==> config.mk <==
export PLATFORM = sky130hd
export DESIGN_NAME = pipeline_hazard_ctrl
export DESIGN_NICKNAME = d
export VERILOG_FILES = /design/src/rtl/pipeline_hazard_ctrl.sv
export SDC_FILE = /design/constraint.sdc
export NUM_CORES = 1
export LEC_CHECK = 0
export ABC_AREA = 1
export CAP_MARGIN = 20
export CORE_MARGIN = 1
export CORE_UTILIZATION = 60
export CTS_CLUSTER_SIZE = 8
export DETAILED_ROUTE_END_ITERATION = 6
export DONT_BUFFER_PORTS = 1
export PLACE_DENSITY = 0.76
export SLEW_MARGIN = 20
export SYNTH_ARGS = -nofsm -noshare
export SYNTH_HDL_FRONTEND = slang
export SYNTH_SLANG_ARGS = --single-unit
==> constraint.sdc <==
create_clock -name clk -period 1.9 [get_ports clk]
set_clock_uncertainty 0.2 [all_clocks]
set_input_delay 0.285 -clock clk [delete_from_list [all_inputs] [get_ports clk]]
set_output_delay 0.285 -clock clk [all_outputs]
set_load 0.05 [all_outputs]
==> src/rtl/pipeline_hazard_ctrl.sv <==
// ============================================================================
// pipeline_hazard_ctrl : hazard, forwarding and memory-wait control for the
// 5-stage pipeline. Optional counters: define HAZARD_PERF_CNT_EN.
// Revision 1.0
// ============================================================================
`default_nettype none

module pipeline_hazard_ctrl #(
  parameter int MEM_TIMEOUT = 16,
  parameter int CNT_W       = 32
) (
  input  logic       clk,
  input  logic       reset,
  input  logic [4:0] id_rs_addr,
  input  logic [4:0] id_rt_addr,
  input  logic       id_uses_rt,
  input  logic [4:0] ex_rs_addr,
  input  logic [4:0] ex_rt_addr,
  input  logic       ex_MemRead,
  input  logic       ex_redirect,
  input  logic [4:0] mem_dest,
  input  logic       mem_RegWrite,
  input  logic       mem_access,
  input  logic       mem_ready,
  input  logic [4:0] wb_dest,
  input  logic       wb_RegWrite,
  output logic       pc_write,
  output logic       ifid_write,
  output logic       ifid_flush,
  output logic       idex_write,
  output logic       idex_bubble,
  output logic       exmem_write,
  output logic       memwb_bubble,
  output logic [1:0] fwd_a,
  output logic [1:0] fwd_b,
  output logic       halted,
  output logic [1:0] state
`ifdef HAZARD_PERF_CNT_EN
  ,
  output logic [CNT_W-1:0] stall_cnt,
  output logic [CNT_W-1:0] flush_cnt,
  output logic [CNT_W-1:0] wait_cnt
`endif
);

  localparam int WCNT_W = $clog2(MEM_TIMEOUT + 1);
  localparam logic [WCNT_W-1:0] C_TIMEOUT = WCNT_W'(MEM_TIMEOUT);

  typedef enum logic [1:0] {
    ST_RUN      = 2'b00,
    ST_MEM_WAIT = 2'b01,
    ST_HALT     = 2'b10
  } state_t;

  state_t            state_q, state_d;
  logic [WCNT_W-1:0] wcnt_q, wcnt_d;

  logic mem_wait;
  logic frozen;
  logic load_use;
  logic do_redirect;
  logic do_stall;

  function automatic logic [1:0] fwd_sel(input logic [4:0] src);
    if (mem_RegWrite && (mem_dest != 5'd0) && (mem_dest == src))
      return 2'b10;
    else if (wb_RegWrite && (wb_dest != 5'd0) && (wb_dest == src))
      return 2'b01;
    else
      return 2'b00;
  endfunction

  always_comb begin
    mem_wait = ((state_q == ST_RUN) && mem_access && !mem_ready) ||
               ((state_q == ST_MEM_WAIT) && !mem_ready);
    frozen   = (state_q == ST_HALT) || mem_wait;
    load_use = ex_MemRead && (ex_rt_addr != 5'd0) &&
               ((ex_rt_addr == id_rs_addr) || (id_uses_rt && (ex_rt_addr == id_rt_addr)));
    do_redirect = !reset && !frozen && ex_redirect;
    do_stall    = !reset && !frozen && !ex_redirect && load_use;
  end

  // Pipeline control outputs; reset overrides everything, then the priority chain.
  always_comb begin
    pc_write     = 1'b1;
    ifid_write   = 1'b1;
    ifid_flush   = 1'b0;
    idex_write   = 1'b1;
    idex_bubble  = 1'b0;
    exmem_write  = 1'b1;
    memwb_bubble = 1'b0;
    halted       = 1'b0;
    fwd_a        = 2'b00;
    fwd_b        = 2'b00;
    if (reset) begin
      pc_write     = 1'b0;
      ifid_write   = 1'b0;
      ifid_flush   = 1'b1;
      idex_bubble  = 1'b1;
      memwb_bubble = 1'b1;
    end else begin
      fwd_a = fwd_sel(ex_rs_addr);
      fwd_b = fwd_sel(ex_rt_addr);
      if (frozen) begin
        pc_write     = 1'b0;
        ifid_write   = 1'b0;
        idex_write   = 1'b0;
        exmem_write  = 1'b0;
        memwb_bubble = 1'b1;
        halted       = (state_q == ST_HALT);
      end else if (ex_redirect) begin
        ifid_flush  = 1'b1;
        idex_bubble = 1'b1;
      end else if (load_use) begin
        pc_write    = 1'b0;
        ifid_write  = 1'b0;
        idex_bubble = 1'b1;
      end
    end
  end

  assign state = state_q;

  always_comb begin
    state_d = state_q;
    wcnt_d  = wcnt_q;
    case (state_q)
      ST_RUN: begin
        if (mem_access && !mem_ready) begin
          state_d = ST_MEM_WAIT;
          wcnt_d  = WCNT_W'(1);
        end
      end
      ST_MEM_WAIT: begin
        if (mem_ready) begin
          state_d = ST_RUN;
          wcnt_d  = '0;
        end else if (wcnt_q == C_TIMEOUT) begin
          state_d = ST_HALT;
        end else begin
          wcnt_d = wcnt_q + WCNT_W'(1);
        end
      end
      ST_HALT: state_d = ST_HALT;
      default: begin
        state_d = ST_RUN;
        wcnt_d  = '0;
      end
    endcase
  end

  always_ff @(posedge clk) begin
    if (reset) begin
      state_q <= ST_RUN;
      wcnt_q  <= '0;
    end else begin
      state_q <= state_d;
      wcnt_q  <= wcnt_d;
    end
  end

`ifdef HAZARD_PERF_CNT_EN
  logic [CNT_W-1:0] stall_cnt_q, stall_cnt_d;
  logic [CNT_W-1:0] flush_cnt_q, flush_cnt_d;
  logic [CNT_W-1:0] wait_cnt_q, wait_cnt_d;

  // Counters saturate at all-ones rather than wrapping.
  always_comb begin
    stall_cnt_d = stall_cnt_q;
    flush_cnt_d = flush_cnt_q;
    wait_cnt_d  = wait_cnt_q;
    if (do_stall && (stall_cnt_q != '1))
      stall_cnt_d = stall_cnt_q + CNT_W'(1);
    if (do_redirect && (flush_cnt_q != '1))
      flush_cnt_d = flush_cnt_q + CNT_W'(1);
    if (frozen && (wait_cnt_q != '1))
      wait_cnt_d = wait_cnt_q + CNT_W'(1);
  end

  always_ff @(posedge clk) begin
    if (reset) begin
      stall_cnt_q <= '0;
      flush_cnt_q <= '0;
      wait_cnt_q  <= '0;
    end else begin
      stall_cnt_q <= stall_cnt_d;
      flush_cnt_q <= flush_cnt_d;
      wait_cnt_q  <= wait_cnt_d;
    end
  end

  assign stall_cnt = stall_cnt_q;
  assign flush_cnt = flush_cnt_q;
  assign wait_cnt  = wait_cnt_q;
`else
  logic unused_events;
  assign unused_events = do_stall ^ do_redirect;

  // Counter width only matters when the counters are built.
  if (CNT_W < 1) begin : g_no_perf_cnt
  end
`endif

endmodule

`default_nettype wire

==> results.yml <==
cts:
  clk_latency_ns: 0.25
  clockBufferDepth: 2
  htree_levels: 1
  root_buffer: "clkbuf_4"
  clk_pin_slew_ns: 0.05
  cts_tree: "yes"
  numCtsBuffers: 3
  cts_sinks: 7
worst_setup_path:
  critical_path_class: "flip-flop to output port"
  crit_path_start_kind: "flip-flop"
  endpoint_kind: "output port"
  required_ns: 1.41
  critPathBufInv: 4
  critPathTopFamily: "simple AND/OR/NAND/NOR gates"
  crit_fanout: 5
  crit_start: "state[1]"
  crit_slowest_cell: "dfxtp_4"
  critPathMaxStageDelay_ns: 0.38
  crit_path_cell_trace: "inv_2, nand2_4, nor2_4, inv_2, nand3_4, nor2_4, nand2_2, clkinvlp_4, buf_12"
  r2r_start: "wcnt_q[0]"
  arrival_ns: 1.44
  rrSetupSlack_ns: 0.28
floorplan:
  die_x_um: 44.2
  rows: 14
  die_h_um: 44.2
  die_area_um2: 1950
  io_pins: 53
  core_um2: 1580
  initial_core_util: 0.676
status:
  violations: "DRC, setup timing"
  run_status: "finished with violations"
yosys:
  synth_area_per_cell_um2: 5.76
  synth_top_area_frac: 0.165
  syn_area_um2: 1070
  yosysWarnings: 0
  ys_ff_latch: 7
  yosysTopAreaCell: "nand2_1"
  synthCells: 185
  ys_seq_area_frac: 0.131
  ys_types: 29
  synth_fp_nets: 226
  synth_area_leaders: "nand2_1, dfxtp_1, inv_1"
placed_design:
  dpl-instance-area_um2: 1160
  gp_congestion: 0.842
  dp_hpwl_mm: 1.94
  port-buffer-count: 0
  place_ws_ns: 0.236
sta:
  period_share: 1.01
  final-setup-viol-count: 2
  layout_setup_ws_ns: -0.0221
  post-route-min-period_ns: 1.92
  hold_viol: 0
  worst_pin_slew_ns: 0.421
  max_freq_ghz: 0.520
  setup_tns_ns: -0.0435
  slew_violations: 0
  rsz0062_at_grt: "yes"
  worst_hold_slack_ns: 0.0748
  relSlewSlack: 0.719
global_route:
  grt.overflow.total: 0
  grt_pass1_wl_mm: 3.94
  grt_pass1_vias: 1058
  grt_max_degree: 9
  grt_util_all_layers: 0.262
  antenna_found_initial: 0
pwr:
  power_density_nw_per_um2: 408
  vdd_ir_drop_max_uv: 273
  p_leak_nw: 0.645
layout:
  drive_gt1_frac: 0.258
  areaGrowthSynthToFinish_pct: 19.2
  antenna-diode-count: 0
  fin_nets: 240
  finish.utilization: 0.806
  design_area_um2: 1270
routing:
  wirelength_mm: 2.56
  drc_errors: 2
  post_drt_wl_per_cell_um: 12.0
  vias_per_cell: 5.25
  vias: 1123
  postRouteAntennaNets: 0
  first_pass_iters: 7
  drt_iter0_drc: 23
min_path:
  min_from: "mem_ready"
  worstHoldPathType: "input pin to flip-flop"
job:
  cap_violations: 0
## layer usage
| metal | up-vias | routed length [um] | track usage |
|---|---|---|---|
| li1 | 588 | - | - |
| met2 | 42 | 1380 | 0.512 |
| met4 | 0 | 21 | 0.0788 |
| met3 | 2 | 146 | 0.0653 |
| met5 | - | 0 | 0 |
| met1 | 491 | 1020 | 0.268 |
## tightest hold or removal path, stage by stage
cell	delay, ns
inv_2	0.04
nand4_1	0.09
a21oi_1	0.06
## cell usage after synthesis
cell type / n
or2_1: 2
o21ai_1: 1
nor2_4: 1
nand3b_1: 1
nand4_1: 4
nor2_1: 24
inv_4: 1
o22ai_1: 1
o21bai_2: 1
buf_1: 1
nand3_4: 1
nor2_2: 1
nand2_2: 8
xor2_1: 11
xnor2_1: 9
o21ai_0: 4
ha_1: 2
nor3_2: 1
buf_2: 2
a21oi_2: 3
nor3_1: 2
buf_4: 2
inv_1: 27
nand2_1: 47
a21oi_1: 4
nand3_2: 1
inv_2: 5
dfxtp_1: 7
nand3_1: 11
## cells by family (layout without fill, tap and decap cells)
kind of cell,after synthesis,in the layout,share of synthesized area
xor+xnor,20,20,0.164
simple gates,104,104,0.452
compound gates,14,14,0.0833
buf+inv,38,51,0.146
flops,7,7,0.131
fa+ha+maj,2,2,0.0235
## repair_timing
| item | CTS | global route |
|---|---|---|
| buffers inserted | 1 | 2 |
| setup endpoints to repair | 3 | 4 |
| pin swaps | 2 | 2 |
| hold buffers | 2 | 0 |
| gates resized for setup | 6 | 3 |
| endpoints found under the hold margin | 7 | 0 |
| cloned | 0 | 0 |
## layout by cell type (no fill, tap or decap), types with 3 or more instances in the layout
cell,synthesis,final
nand2_1,47,43
inv_1,27,25
nor2_1,24,21
xor2_1,11,11
buf_4,2,11
nand3_1,11,10
nand2_2,8,10
xnor2_1,9,9
inv_2,5,6
dfxtp_1,7,5
o21ai_0,4,4
a21oi_1,4,4
nand4_1,4,4
nor2_4,1,3
a21oi_2,3,3
clkbuf_4,0,3
## state kept, by name (all words and copies together) (netlist names)
signal,flops
state,2
wcnt_q,5
## metrics by stage
step	power (W)	std cells
after floorplan	0.000352	185
after global placement	0.000362	205
after detailed placement	0.000367	205
after CTS	0.000518	212
after global routing	0.000557	214
final	0.000519	214
## final timing paths
| path | end | cells past startpoint |
|---|---|---|
| max | ifid_write | 9 |
| min | wcnt_q[3] | 3 |
| max reg2reg | wcnt_q[1] | 10 |
| min reg2reg | wcnt_q[4] | 2 |
## power by group
group	internal (W)	switching (W)	total (W)	leakage, nW
combinational	0.0000864	0.000140	0.000226	0.571
clock	0.0000801	0.0000545	0.000135	0.0150
sequential	0.000150	0.00000833	0.000158	0.0585
## area by class of cell
cell class / instances / area (um^2)
multi-input combinational: 140 / 825
fill: 104 / 305
sequential: 7 / 148
inverter: 33 / 130
timing repair buffer: 14 / 123
clock buffer: 4 / 26.3
tap: 16 / 20.0
No activity file was read; power rests on OpenSTA's default activity.
